`src/rtl/msu_pkg.sv`:
```
// Shared constants and types for the MSU squaring loop control.
// SqLatency here is the one value both the sequencer and the datapath derive from.
package msu_pkg;

  localparam int SqLatency   = 4;
  localparam int MsuIterBits = 64;

  typedef enum logic [1:0] {
    ST_IDLE = 2'd0,
    ST_LOAD = 2'd1,
    ST_RUN  = 2'd2,
    ST_DONE = 2'd3
  } msu_sq_state_e;

endpackage

```
`src/rtl/msu_iter_counter.sv`:
```
// Remaining-iterations down-counter paired with a committed-iterations up-counter.
// term_o reports that no iterations remain after the most recent step.
module msu_iter_counter #(
  parameter int IterBits = 64
) (
  input  logic                clk_i,
  input  logic                rst_ni,
  input  logic                load_i,
  input  logic [IterBits-1:0] load_val_i,
  input  logic                step_i,
  output logic [IterBits-1:0] iter_count_o,
  output logic                term_o
);

  logic [IterBits-1:0] rem_q, rem_d;
  logic [IterBits-1:0] cnt_q, cnt_d;

  always_comb begin
    rem_d = rem_q;
    cnt_d = cnt_q;
    if (load_i) begin
      rem_d = load_val_i;
      cnt_d = '0;
    end else if (step_i) begin
      rem_d = rem_q - IterBits'(1);
      cnt_d = cnt_q + IterBits'(1);
    end
  end

  always_ff @(posedge clk_i or negedge rst_ni) begin
    if (!rst_ni) begin
      rem_q <= '0;
      cnt_q <= '0;
    end else begin
      rem_q <= rem_d;
      cnt_q <= cnt_d;
    end
  end

  assign iter_count_o = cnt_q;
  assign term_o       = (rem_q == '0);

endmodule

```
`src/rtl/msu_sq_ctrl.sv`:
```
// Iteration sequencer for the MSU modular-squaring loop; drives mux select and capture only.
// Optional checkpoint pulse compiled in with MSU_SQ_CTRL_CKPT_EN.
//
// state | meaning
// IDLE  | waiting for start_i
// LOAD  | capture initial value into loop register
// RUN   | phase counts 0..SqLatency-1, commit on last phase
// DONE  | one-cycle completion pulse
module msu_sq_ctrl #(
  parameter int IterBits  = msu_pkg::MsuIterBits,
  parameter int SqLatency = msu_pkg::SqLatency,
  parameter int CkptShift = 20
) (
  input  logic                clk_i,
  input  logic                rst_ni,
  input  logic                start_i,
  input  logic [IterBits-1:0] iters_i,
  input  logic                abort_i,
  output logic                sel_init_o,
  output logic                capture_o,
  output logic                busy_o,
  output logic                done_o,
  output logic                aborted_o,
  output logic [IterBits-1:0] iter_count_o,
  output logic                ckpt_o
);
  import msu_pkg::*;

  localparam int PhW = (SqLatency > 1) ? $clog2(SqLatency) : 1;
  localparam logic [PhW-1:0] PhLast = PhW'(SqLatency - 1);

  if (SqLatency < 2 || CkptShift < 1) begin : g_param_check
    $error("msu_sq_ctrl: SqLatency must be >= 2 and CkptShift >= 1");
  end

  msu_sq_state_e  state_q, state_d;
  logic [PhW-1:0] phase_q, phase_d;
  logic           abort_hit, abort_pend_q;
  logic           cnt_load, cnt_step, cnt_term;
  logic           sel_init_q, sel_init_d, capture_q, capture_d;
  logic           busy_q, busy_d, done_q, done_d, aborted_q, aborted_d;

  assign abort_hit = abort_i && (state_q == ST_LOAD || state_q == ST_RUN);
  assign cnt_load  = (state_q == ST_IDLE) && start_i;

  always_ff @(posedge clk_i or negedge rst_ni) begin
    if (!rst_ni) begin
      state_q      <= ST_IDLE;
      phase_q      <= '0;
      abort_pend_q <= 1'b0;
    end else begin
      state_q      <= state_d;
      phase_q      <= phase_d;
      abort_pend_q <= abort_hit;
    end
  end

  always_comb begin
    state_d = state_q;
    phase_d = phase_q;
    unique case (state_q)
      ST_IDLE: begin
        if (start_i) state_d = (iters_i == '0) ? ST_DONE : ST_LOAD;
      end
      ST_LOAD: begin
        if (abort_i) begin
          state_d = ST_IDLE;
        end else begin
          state_d = ST_RUN;
          phase_d = '0;
        end
      end
      ST_RUN: begin
        if (abort_i) begin
          state_d = ST_IDLE;
        end else if (phase_q == PhLast && cnt_term) begin
          state_d = ST_DONE;
        end else begin
          phase_d = (phase_q == PhLast) ? '0 : phase_q + PhW'(1);
        end
      end
      ST_DONE: state_d = ST_IDLE;
      default: state_d = ST_IDLE;
    endcase
  end

  // Outputs are decoded from the upcoming state so they land registered in that state's cycle.
  always_comb begin
    sel_init_d = (state_d == ST_LOAD);
    cnt_step   = (state_d == ST_RUN) && (phase_d == PhLast);
    capture_d  = sel_init_d || cnt_step;
    busy_d     = (state_d == ST_LOAD) || (state_d == ST_RUN);
    done_d     = (state_d == ST_DONE);
    aborted_d  = abort_pend_q;
  end

  always_ff @(posedge clk_i or negedge rst_ni) begin
    if (!rst_ni) begin
      sel_init_q <= 1'b0;
      capture_q  <= 1'b0;
      busy_q     <= 1'b0;
      done_q     <= 1'b0;
      aborted_q  <= 1'b0;
    end else begin
      sel_init_q <= sel_init_d;
      capture_q  <= capture_d;
      busy_q     <= busy_d;
      done_q     <= done_d;
      aborted_q  <= aborted_d;
    end
  end

  msu_iter_counter #(.IterBits(IterBits)) u_iter_counter (
    .clk_i        (clk_i),
    .rst_ni       (rst_ni),
    .load_i       (cnt_load),
    .load_val_i   (iters_i),
    .step_i       (cnt_step),
    .iter_count_o (iter_count_o),
    .term_o       (cnt_term)
  );

`ifdef MSU_SQ_CTRL_CKPT_EN
  logic [IterBits-1:0] cnt_next;
  logic                ckpt_q, ckpt_d;

  assign cnt_next = iter_count_o + IterBits'(1);
  assign ckpt_d   = cnt_step && (cnt_next[CkptShift-1:0] == '0);

  always_ff @(posedge clk_i or negedge rst_ni) begin
    if (!rst_ni) ckpt_q <= 1'b0;
    else         ckpt_q <= ckpt_d;
  end

  assign ckpt_o = ckpt_q;
`else
  assign ckpt_o = 1'b0;
`endif

  assign sel_init_o = sel_init_q;
  assign capture_o  = capture_q;
  assign busy_o     = busy_q;
  assign done_o     = done_q;
  assign aborted_o  = aborted_q;

endmodule
```
`config.mk`:
```
export PLATFORM = sky130hd
export DESIGN_NAME = msu_sq_ctrl
export DESIGN_NICKNAME = d
export VERILOG_FILES = /design/src/rtl/msu_pkg.sv /design/src/rtl/msu_iter_counter.sv /design/src/rtl/msu_sq_ctrl.sv
export SDC_FILE = /design/constraint.sdc
export NUM_CORES = 1
export LEC_CHECK = 0
export CAP_MARGIN = 20
export CORE_MARGIN = 4
export CORE_UTILIZATION = 35
export CTS_CLUSTER_DIAMETER = 50
export DETAILED_ROUTE_END_ITERATION = 6
export DONT_BUFFER_PORTS = 1
export GPL_ROUTABILITY_DRIVEN = 0
export GPL_TIMING_DRIVEN = 0
export RECOVER_POWER = 25
export SETUP_SLACK_MARGIN = 0.05
export SLEW_MARGIN = 40
export SYNTH_ARGS = -nofsm -noshare
export SYNTH_HDL_FRONTEND = slang
export SYNTH_HIERARCHICAL = 1
export SYNTH_SLANG_ARGS = --single-unit
```
`constraint.sdc`:
```
create_clock -name clk_i -period 11.5 [get_ports clk_i]
set_clock_uncertainty 0.2 [all_clocks]
set_input_delay 1.725 -clock clk_i [delete_from_list [all_inputs] [get_ports clk_i]]
set_output_delay 1.725 -clock clk_i [all_outputs]
set_load 0.1 [all_outputs]
```
==> qor.txt <==
Synth area leader -> dfrtp_1
Slew Viols, Final -> 0
Final Net Count -> 981
Synth top cells by count -> 138 x dfrtp_1, 80 x nor2_1, 79 x nand2_1
Ports -> 138
reg2reg setup slack -> 4.80 ns
Cells after Synth -> 884
count leader, synth -> dfrtp_1
row count -> 54
library cells used by synthesis -> 65
post-route antenna net violation count -> 0
hold path cells -> 0
n_diodes -> 0
clk slew on worst S/H paths -> 0.07 ns
crit path kind -> reg2reg
grt total ovfl -> 0
WP data required -> 11.58 ns
Longest Clk Path Bufs -> 2
Max stage delay on crit path -> 0.72 ns
die area -> 0.0251 sq mm
fin crit share -> 0.582
Die H -> 158 um
post-DR vias/cell -> 5.85
clock sinks -> 138
RSZ-0062 raised after global routing -> no
CTS tree -> done
Setup crit end kind -> flop
router iterations before antenna repair -> 7
Hold Violations, Final -> 0
cell area after synthesis -> 0.00791 sq mm
Hold Crit Class -> reg2reg
critical path peak fanout -> 10
largest net degree at the start of global routing -> 139
Main synth FF type -> dfrtp_1
die width -> 158 um
total power per unit cell area -> 195 mW/mm^2
worst hold margin -> 0.161 ns
hold endpoint -> aborted_o
worst reg2reg path depth -> 19
failing checks -> design-rule violations
LEAKAGE -> 3.08 nW
routed vias -> 7000
Startpoint Class -> flop
I/O Buffers -> 0
worst-skew pair later-pin latency -> 0.43 ns
endpoints failing setup -> 0
total core area -> 0.0220 sq mm
time the worst path needs with I/O delays and setup -> 6.70 ns
initial antenna violation count -> 0
Total Wirelength -> 23.5 mm
Post-CTS Hold Buffers -> 0
ys async rst share -> 1.00
#FFs+latches synth -> 138
Mean Syn Cell Area -> 8.95 sq um
H-tree depth -> 4
Rel. slew slack -> 0.418
Reg-to-Reg End -> u_iter_counter/iter_count_o[57]
Post-synth EDFFs -> 0
Synth Net Count -> 962
slowest stage cell, crit path -> nor2_1
number of post-CTS setup repair buffers -> 0
vias in the first global route -> 6764
area delta synth->final -> 12.5%
Data arrival, critical path -> 6.78 ns
layout cells sized above 1 -> 0.142
largest cells by area after synthesis -> dfrtp_1 44%, o21ai_0 3.9%, nor2_1 3.8%
Wirelength per Cell -> 19.6 um
sequential area share after synthesis -> 0.437
Residual DRC -> 1
first-pass GRT wire length -> 37.0 mm
CTS Buf Count -> 17
worst-margin pin slew -> 0.870 ns
DP HPWL -> 17.1 mm
dpl cells -> 1164
starting DRC count in detailed routing -> 559
crit-path cells -> nor3_1 > nand4_1 > or4_4 > nor4_2 > a21o_1 > a21oi_1 > o31ai_1 > a31o_1 > ha_1 > o21ai_1 > nor2_1 > buf_2 > o21ai_0 > nor2_1 > nand3_1 > clkbuf_1 > clkbuf_1 > o31ai_1 > a21oi_1
Layout Cells excl Fill -> 1196
min-delay src -> abort_pend_q
CTS root buffer -> clkbuf_16
Synthesis Warnings -> 6
status -> finished, violations left
fin util -> 0.404
worst vdd ir -> 0.0976 mV
total negative slack -> 0 ns
fmax -> 0.149 GHz
Tot GR Track Use -> 0.187
post-CTS sizing -> 0
start of the worst register-to-register path -> u_iter_counter/rem_q[37]
maxcap violations -> 0
Initial Utilization -> 0.359
top cell type's share of synthesized area -> 0.437
power breakdown:
| group | total (mW) | internal, mW | switching [mW] | leakage (nW) |
|---|---|---|---|---|
| clock | 0.521 | 0.283 | 0.238 | 0.258 |
| sequential | 0.787 | 0.606 | 0.181 | 1.66 |
| combinational | 0.431 | 0.170 | 0.261 | 1.16 |
registers in the layout, summed over array words and instances, names as in the netlist:
register / flops
abort_pend_q: 1
aborted_o: 1
busy_o: 1
capture_o: 1
done_o: 1
phase_q: 2
sel_init_o: 1
state_q: 2
u_iter_counter/iter_count_o: 64
u_iter_counter/rem_q: 64
per-layer routing:
metal  track usage  part of all wire
met5             0                 0
met4        0.0589             0.016
met3        0.0473             0.073
met2         0.303              0.48
met1         0.247              0.43
critical path: cells and delay by family, from the launching register on:
family / cells / cell delay, ns
and+or+nand+nor: 7 / 3.42
AOI/OAI and AO/OA: 8 / 1.34
buffers and inverters: 3 / 0.95
DFF: 1 / 0.45
adders and majority gates: 1 / 0.17
layout make-up:
cell class | instances | area [sq um]
plain buffers | 40 | 158
clock buffers | 17 | 425
clock inverters | 15 | 130
fillers | 2180 | 13100
inverters | 21 | 78.8
multi-input cells | 685 | 4230
flip-flops and latches | 138 | 3530
well taps | 280 | 350
worst max-delay path by stage:
stage | endpoint | start | cells past startpoint | slack [ns]
after global routing | u_iter_counter/iter_count_o[55] | u_iter_counter/rem_q[37] | 19 | 4.25
final | u_iter_counter/iter_count_o[57] | u_iter_counter/rem_q[37] | 19 | 4.80
after detailed placement | u_iter_counter/iter_count_o[57] | u_iter_counter/rem_q[37] | 19 | 4.52
after global placement | u_iter_counter/iter_count_o[53] | u_iter_counter/rem_q[37] | 19 | 4.46
after CTS | u_iter_counter/iter_count_o[57] | u_iter_counter/rem_q[37] | 19 | 4.48
after floorplan | u_iter_counter/iter_count_o[57] | u_iter_counter/rem_q[57] | 19 | 6.38
cells by family after synthesis:
logic type | synth area share
AOI/OAI and AO/OA | 0.134
xor gates and xnor gates | 0.0675
adders and majority gates | 0.0158
buffers and inverters | 0.0299
DFF | 0.437
muxes | 0.00791
other | 0.000474
and+or+nand+nor | 0.308
per-stage QoR:
| stage | setup WS (ns) | instance area (sq um) | total power, mW |
|---|---|---|---|
| after floorplan | 6.38 | 7910 | 1.09 |
| after global placement | 4.46 | 8260 | 1.21 |
| after detailed placement | 4.52 | 8340 | 1.22 |
| after CTS | 4.48 | 8900 | 1.75 |
| after global routing | 4.25 | 8900 | 1.86 |
| final | 4.80 | 8900 | 1.74 |
cells in the final DEF (no fill, tap or decap), types with 5 or more instances in the layout:
cell type and n:
or2_2 5, and3_1 8, nor4_1 35, xor2_1 31, a21o_1 5, nor2b_1 7
and4_1 7, inv_6 7, o21ai_0 61, ha_1 10, clkbuf_16 17, dfrtp_2 64
nand2_1 79, or4_1 35, xnor2_1 30, clkinvlp_4 5, a31oi_1 24, nor2_1 80
or3_1 33, a21oi_1 36, o31ai_1 28, inv_1 20, clkbuf_1 34, nand4_1 47
nand3_1 29, nor3_1 28, and2_1 5, dfrtp_1 74
Power figures use the tool's default switching activity.
